`src/rtl/blackjack_pkg.sv`:
```
// Shared hand-state encoding and card/score constants for the blackjack hand receiver.
package blackjack_pkg;

    typedef enum logic [2:0] {
        ST_IDLE,
        ST_DRAW,
        ST_BUST,
        ST_BLACKJACK,
        ST_STOOD
    } hand_state_t;

    localparam int CARD_ACE   = 1;
    localparam int CARD_MAX   = 10;
    localparam int BUST_LIMIT = 21;
    localparam int SOFT_BONUS = 10;

endpackage

```
`src/rtl/hand_score_calc.sv`:
```
// Combinational best-score and bust evaluation from the hard total and the sticky ace flag.
// Soft-ace scoring is enabled by defining HAND_SOFT_ACE_EN.
module hand_score_calc
    import blackjack_pkg::*;
#(
    parameter int SCORE_W = 5
) (
    input  logic [SCORE_W-1:0] hard,
    input  logic               has_ace,
    output logic [SCORE_W-1:0] hand_total,
    output logic               is_bust
);

`ifdef HAND_SOFT_ACE_EN
    logic [SCORE_W:0] soft_sum;

    // One extra bit so hard totals near the top of the range cannot wrap into a false soft hand.
    assign soft_sum   = {1'b0, hard} + (SCORE_W+1)'(SOFT_BONUS);
    assign hand_total = (has_ace && (soft_sum <= (SCORE_W+1)'(BUST_LIMIT)))
                        ? soft_sum[SCORE_W-1:0] : hard;
`else
    logic unused_ace;

    assign unused_ace = has_ace;
    assign hand_total = hard;
`endif

    assign is_bust = (hard > SCORE_W'(BUST_LIMIT));

endmodule

```
`src/rtl/blackjack_hand_receiver.sv`:
```
// Accepts dealt cards over valid/ready and accumulates one hand's score, count and status.
// Defining HAND_SOFT_ACE_EN enables soft aces and the BLACKJACK outcome.
module blackjack_hand_receiver
    import blackjack_pkg::*;
#(
    parameter int MAX_CARDS = 8,
    parameter int CARD_W    = 5,
    parameter int SCORE_W   = 5
) (
    input  logic               clock,
    input  logic               reset_n,
    input  logic               card_valid,
    input  logic [CARD_W-1:0]  card_value,
    output logic               card_ready,
    input  logic               stand,
    input  logic               new_hand,
    output logic [SCORE_W-1:0] hand_total,
    output logic [3:0]         card_count,
    output logic               bust,
    output logic               blackjack,
    output logic               stood,
    output logic               card_err
);

    hand_state_t        state;
    logic [SCORE_W-1:0] hard_q;
    logic               has_ace_q;
    logic               card_legal;
    logic [SCORE_W-1:0] next_hard;
    logic               next_ace;
    logic [3:0]         next_count;
    logic [SCORE_W-1:0] next_total;
    logic               next_bust;

    assign card_ready = (state == ST_IDLE) || (state == ST_DRAW);
    assign card_legal = (card_value >= CARD_W'(CARD_ACE)) && (card_value <= CARD_W'(CARD_MAX));

    // Score the hand as it would be with the offered card, so the outcome lands on the transfer edge.
    assign next_hard  = hard_q + SCORE_W'(card_value);
    assign next_ace   = has_ace_q || (card_value == CARD_W'(CARD_ACE));
    assign next_count = (card_count == 4'(MAX_CARDS)) ? card_count : card_count + 4'd1;

    hand_score_calc #(
        .SCORE_W (SCORE_W)
    ) u_score (
        .hard       (next_hard),
        .has_ace    (next_ace),
        .hand_total (next_total),
        .is_bust    (next_bust)
    );

    always_ff @(posedge clock or negedge reset_n) begin
        if (!reset_n) begin
            state      <= ST_IDLE;
            hard_q     <= '0;
            has_ace_q  <= 1'b0;
            hand_total <= '0;
            card_count <= '0;
            card_err   <= 1'b0;
        end else begin
            card_err <= 1'b0;
            if (new_hand) begin
                state      <= ST_IDLE;
                hard_q     <= '0;
                has_ace_q  <= 1'b0;
                hand_total <= '0;
                card_count <= '0;
            end else if (stand && card_ready) begin
                state <= ST_STOOD;
            end else if (card_valid && card_ready) begin
                if (!card_legal) begin
                    card_err <= 1'b1;
                end else begin
                    hard_q     <= next_hard;
                    has_ace_q  <= next_ace;
                    hand_total <= next_total;
                    card_count <= next_count;
                    if (next_bust) begin
                        state <= ST_BUST;
`ifdef HAND_SOFT_ACE_EN
                    end else if ((next_count == 4'd2) && (next_total == SCORE_W'(BUST_LIMIT))) begin
                        state <= ST_BLACKJACK;
`endif
                    end else if (next_count == 4'(MAX_CARDS)) begin
                        state <= ST_STOOD;
                    end else begin
                        state <= ST_DRAW;
                    end
                end
            end
        end
    end

    assign bust  = (state == ST_BUST);
    assign stood = (state == ST_STOOD);
`ifdef HAND_SOFT_ACE_EN
    assign blackjack = (state == ST_BLACKJACK);
`else
    assign blackjack = 1'b0;
`endif

endmodule

```
`config.mk`:
```
export PLATFORM = sky130hd
export DESIGN_NAME = blackjack_hand_receiver
export DESIGN_NICKNAME = d
export VERILOG_FILES = /design/src/rtl/blackjack_pkg.sv /design/src/rtl/hand_score_calc.sv /design/src/rtl/blackjack_hand_receiver.sv
export SDC_FILE = /design/constraint.sdc
export NUM_CORES = 1
export LEC_CHECK = 0
export BUFFER_PORTS_ARGS = -buffer_cell sky130_fd_sc_hd__buf_4
export CAP_MARGIN = 20
export CORE_MARGIN = 2
export CORE_UTILIZATION = 46
export CTS_CLUSTER_DIAMETER = 50
export DETAILED_ROUTE_END_ITERATION = 6
export PLACE_DENSITY = 0.74
export SYNTH_ARGS = -nofsm -noshare
export SYNTH_HDL_FRONTEND = slang
export SYNTH_SLANG_ARGS = --single-unit
```
`constraint.sdc`:
```
create_clock -name clock -period 2.09 [get_ports clock]
set_clock_uncertainty 0.2 [all_clocks]
set_input_delay 0.1045 -clock clock [delete_from_list [all_inputs] [get_ports clock]]
set_output_delay 0.1045 -clock clock [all_outputs]
set_load 0.005 [all_outputs]
```
Word-level counts from Yosys, hierarchy flattened
Cells that the tools add are included.
Cells by class
  magnitude comparators: 3
  add/subtract/negate cells: 2
  reductions and logical operators: 11
  equal/unequal tests: 6
  multiplexer cells: 19
Operator list (count)
  $mux W4: 5
  $mux W5: 4
  $mux W3: 6
  $eq A4 B4 Y1 const B: 2
  $reduce_bool A3 Y1: 2
  $add A5 B5 Y5: 1
  $ge A5 B1 Y1 const B: 1
  $gt A5 B5 Y1 const B: 1
  $le A5 B4 Y1 const B: 1
  $add A4 B1 Y4 const B: 1
  $mux W1: 4
  $reduce_bool A2 Y1: 2
  $eq A3 B1 Y1 const B: 1
  $eq A3 B2 Y1 const B: 1
  $eq A3 B3 Y1 const B: 1
  $logic_and A1 B1 Y1: 3
  $logic_not A3 Y1: 1
  $reduce_and A3 Y1: 1
  $ne A2 B2 Y1 const B: 1
  $reduce_and A2 Y1: 1
  $logic_or A1 B1 Y1: 1
Word-level totals
  logic and storage cells: 45
  output and inout bits: 14
  bits of input ports: 10
  bits in registers: 13

Depth between registers and ports, before layout
  word-level depth: 9
  gate-level depth with buffers: 7

Cells and area by module
Synthesis repeated with hierarchy kept, for this count alone.
Second synthesis, totals
  cell total of the unflattened synthesis: 132
  area, all modules: 1214.9 sq um
By module, submodules not included
  blackjack_hand_receiver: cells an instance 125, sequential area each 475.5 sq um, area each 1166.1 sq um, times used 1
  hand_score_calc: cells an instance 7, sequential area each 0.0 sq um, area each 48.8 sq um, times used 1

Worst setup path after synthesis
OpenSTA, ideal clock, no wires.
  path kind: register -> register
  start point: register hard_q[0]
  end point: register hard_q[4]
  period minus slack after synthesis: 2.101 ns
  buffers on the path: 0
  setup slack: -0.011 ns
  stages on the path, launching flop included: 8
  library setup time: 0.120 ns
  arrival: 1.781 ns
  cells stage by stage: dfrtp_1 -> ha_1 -> fa_1 -> a21o_1 -> a21oi_1 -> xnor2_1 -> a21oi_1 -> a31o_1
On the way
  word-level cells in the longest chain between the ends: 5
RTL lines
  start: declaration: RTL line blackjack_hand_receiver.sv:26  | logic [SCORE_W-1:0] hard_q;
  start signal: assignment: RTL line blackjack_hand_receiver.sv:74  | hard_q <= next_hard;
  $add A5 B5 Y5: RTL line blackjack_hand_receiver.sv:39  | assign next_hard = hard_q + SCORE_W'(card_value);
  $mux W5: RTL line blackjack_hand_receiver.sv:71  | if (!card_legal) begin
  $mux W5: RTL line blackjack_hand_receiver.sv:70  | end else if (card_valid && card_ready) begin
  $mux W5: RTL line blackjack_hand_receiver.sv:68  | end else if (stand && card_ready) begin
  $mux W5: RTL line blackjack_hand_receiver.sv:62  | if (new_hand) begin
No other way between the ends. The select of a mux whose other input is x is not followed.
A chain may end at the register's enable or synchronous reset.

Worst setup path in the final report
  start point: register hard_q[0]
  end point: register state[0]
On the way
  word-level cells in the longest chain between the ends: 7
RTL lines
  $add A5 B5 Y5: RTL line blackjack_hand_receiver.sv:39
  $gt A5 B5 Y1: RTL line hand_score_calc.sv:28  | assign is_bust = (hard > SCORE_W'(BUST_LIMIT));
  $mux W3: RTL line blackjack_hand_receiver.sv:78  | if (next_bust) begin
  $mux W3: RTL line blackjack_hand_receiver.sv:71
  $mux W3: RTL line blackjack_hand_receiver.sv:70
  $mux W3: RTL line blackjack_hand_receiver.sv:68
  $mux W3: RTL line blackjack_hand_receiver.sv:62
  end signal: assignment: RTL line blackjack_hand_receiver.sv:63  | state <= ST_IDLE;
  end signal: assignment: RTL line blackjack_hand_receiver.sv:69  | state <= ST_STOOD;
  end signal: assignment: RTL line blackjack_hand_receiver.sv:79  | state <= ST_BUST;
  end: declaration: RTL line blackjack_hand_receiver.sv:25  | hand_state_t state;
No other way between the ends. The select of a mux whose other input is x is not followed.

==> reports/metrics.csv <==
metric,value,unit
result of the run,completed,
Min-Delay Endpoint,card_count[1],
Flop pwr share,47.8,%
final number of max-transition violations,0,
Layout Area Growth over Synthesis,33.79,%
R2R depth,7,
worst min-delay path startpoint,stand,
# Post-CTS Setup Buffers,0,
detailed-routing iteration count for the pre-antenna-repair pass,4,
TritonCTS Buffers,3,
final design area excluding fillers,1214,um^2
Ports,24,
final core area utilization,63.82,%
DR WL/cell,13.84,um
DPL Wire Length,1557,um
cell type with the largest total area after synthesis,dfrtp_1,
distinct cell type count after synthesis,35,
residual overflow from global routing,0,
TritonCTS clock tree,built,
slack of the worst reg-to-reg path,0.02,ns
number of antenna repair diodes,0,
# rows,16,
remaining routing DRC violations,0,
RePlAce Congestion,0.8062,
critical register-to-register path endpoint,state[0],
critical setup path kind,reg2reg,
most used standard cells in the synthesized netlist,"dfrtp_1 (13), nor2_1 (12), a21oi_1 (7)",
most used standard cell by instance count after synthesis,dfrtp_1,
area occupied by multi-input gates,561.8,um^2
"Hold Vio Cnt, Final",0,
width of the chip,48.41,um
maximum buffer depth of the clock tree,2,
share of synthesized registers carrying an async set or reset,100.0,%
starting density of the core,47.70,%
mean instance size in the synthesized netlist,9.754,um^2
Max Freq,482.6,MHz
endpoint type of the worst setup path,flop,
first-pass GRT wire length,3601,um
number of failing setup endpoints in the final timing report,0,
initial drt markers,4,
Filler cells,159,
ratio of cells with drive above 1 in the final layout,30.95,%
Post-synth EDFFs,0,
dominant synthesized flop cell,dfrtp_1,
Crit path arrival time,2.06,ns
CP peak stage delay,0.39,ns
area of the die,2343,um^2
number of antenna violations at the first check in global routing,0,
share of total power in the clock network,29.1,%
"Warnings, synthesis",0,
NumNets Final,144,
critical path required time,2.08,ns
kind of path behind the tightest hold check,in2reg,
internal power consumption,396.2,uW
number of standard cells after synthesis,93,
syn nets,110,
power dissipated by switching net loads,155.7,uW
clock latency reported for the late side of the worst-skew pair,0.28,ns
ratio of total power to cell area,454.8,nW/um^2
leak pwr,0.0005872,uW
# H-tree levels,1,
RSZ-0062 raised after global routing,yes,
summed instance area of the synthesized netlist,907.1,um^2
clock sink count,13,
residual antenna-violating net count after detailed routing,0,
fraction of power spent switching nets,28.22,%
share of the cycle needed by the critical path after routing,99.15,%
Max VDD drop,0.4129,mV
start of the worst register-to-register path,hard_q[0],
max cap viols,0,
overall power of the completed layout,551.9,uW
buffer type at the clock tree root,clkbuf_4,
sequential cell area fraction in the yosys report,35.86,%
nature of the critical path startpoint,flop,
All-Layer GR Usage,20.03,%
Cells on Worst Hold Path,3,
part of the total power dissipated in combinational logic,23.1,%
top-area cell type share of the netlist area,35.86,%
final wirelength,2117,um
time the final worst path needs with I/O delays and setup,2.072,ns
number of buffer cells added on primary ports,22,
Worst Path Max Fanout,2,
Sequential Area,325.3,um^2
Vias,802,
"top cells by area, synth","dfrtp_1 (36%), ha_1 (8.3%), nor2_1 (5.0%), xnor2_1 (4.8%), a21oi_1 (3.9%)",
vias in the first global route,819,
synthesis-stage register bit count,13,
placed standard-cell area,1130,um^2
Worst-path clk slew,0.08,ns
CP max stage cell,dfrtp_1,
average vias per placed instance,5.242,
largest net degree at the start of global routing,16,
crit-path cells,ha_2 > fa_2 > a21o_1 > a21oi_2 > xnor2_1 > o21a_1 > o31ai_1,
chip height,48.41,um
area inside the core boundary,1902,um^2
==> power groups by stage <==
stage	Clock, uW	Combinational (uW)	Sequential, uW
2_1_floorplan	0	63.7	270
3_3_place_gp	0	115	269
3_5_place_dp	0	118	269
4_1_cts	166	127	264
5_1_grt	175	141	265
6_report	160	127	264
==> placed cells by master (no fill, tap or decap), drive strengths merged <==
cell / instances
dfrtp: 13
nor3b: 2
a21oi: 7
conb: 1
nand4: 1
a2111o: 1
o22ai: 2
nand3: 4
nand2b: 2
fa: 1
mux2i: 3
a31o: 1
nor2: 13
o21a: 1
o21ai: 2
ha: 6
a21o: 3
a211oi: 2
nor3: 5
nor4: 1
or3b: 1
dlymetal6s4s: 1
xor2: 3
dlygate4sd3: 4
inv: 3
o31ai: 1
xnor2: 5
clkbuf: 4
buf: 27
a41o: 1
nand2: 3
o31a: 1
and2: 1
==> routing by layer <==
| layer | global-route usage (%) | wire [um] | vias to the layer above |
|---|---|---|---|
| li1 | - | - | 400 |
| met1 | 22.80 | 891 | 382 |
| met2 | 36.11 | 1113 | 16 |
| met3 | 5.247 | 79 | 4 |
| met4 | 7.143 | 32 | 0 |
| met5 | 0 | 0 | - |
==> cell type report <==
| cell class | instances | area share [%] |
|---|---|---|
| tap | 27 | 2.784 |
| sequential | 13 | 26.80 |
| inverter | 3 | 0.9278 |
| timing repair buffer | 32 | 21.03 |
| multi-input combinational | 74 | 46.29 |
| clock buffer | 4 | 2.165 |
==> worst max-delay path, delay by kind of cell (launching register included) <==
family | cells | cell delay, ns
XOR/XNOR | 1 | 0.11
AO/OA/AOI/OAI | 4 | 0.75
flip-flops | 1 | 0.39
adder cells (fa/ha/maj) | 2 | 0.54
==> registers in the layout, indices dropped and copies added, names as in the netlist <==
register	cells
card_err	1
card_count	4
state	3
hard_q	5
==> stage by stage <==
step,setup WS [ns],hold WS (ns),setup TNS [ns],std cells
floorplan,0.02462,-0.3911,0,93
global placement,-0.02314,-0.2392,-0.02314,144
detailed placement,-0.02205,-0.2369,-0.03655,144
CTS,0.006128,0.02991,0,153
global route,-0.04840,0.03929,-0.1445,153
finish,0.01775,0.03222,0,153
==> how the worst max path moves through the flow <==
stage	end	startpoint	cells past startpoint	slack (ns)
finish	state[0]	hard_q[0]	7	0.02
global route	state[0]	hard_q[0]	7	-0.05
CTS	state[0]	hard_q[0]	7	0.006
detailed placement	state[0]	hard_q[0]	7	-0.02
global placement	state[0]	hard_q[0]	7	-0.02
floorplan	card_count[2]	state[2]	5	0.02
==> logic make-up after synthesis <==
logic type	after synthesis	share of synthesized area (%)
buf+inv	6	3.172
compound gates	22	17.52
flops	13	35.86
xor+xnor	8	7.724
simple gates	33	21.52
fa+ha+maj	7	10.48
mux	3	3.310
other cells	1	0.4134
==> what timing repair did <==
item	in CTS	in global routing
pin swaps	3	4
hold endpoints to repair	23	0
resized for setup	1	3
hold buffers	5	0
endpoints found under the setup margin	6	9
(Power assumes the default switching activity.)
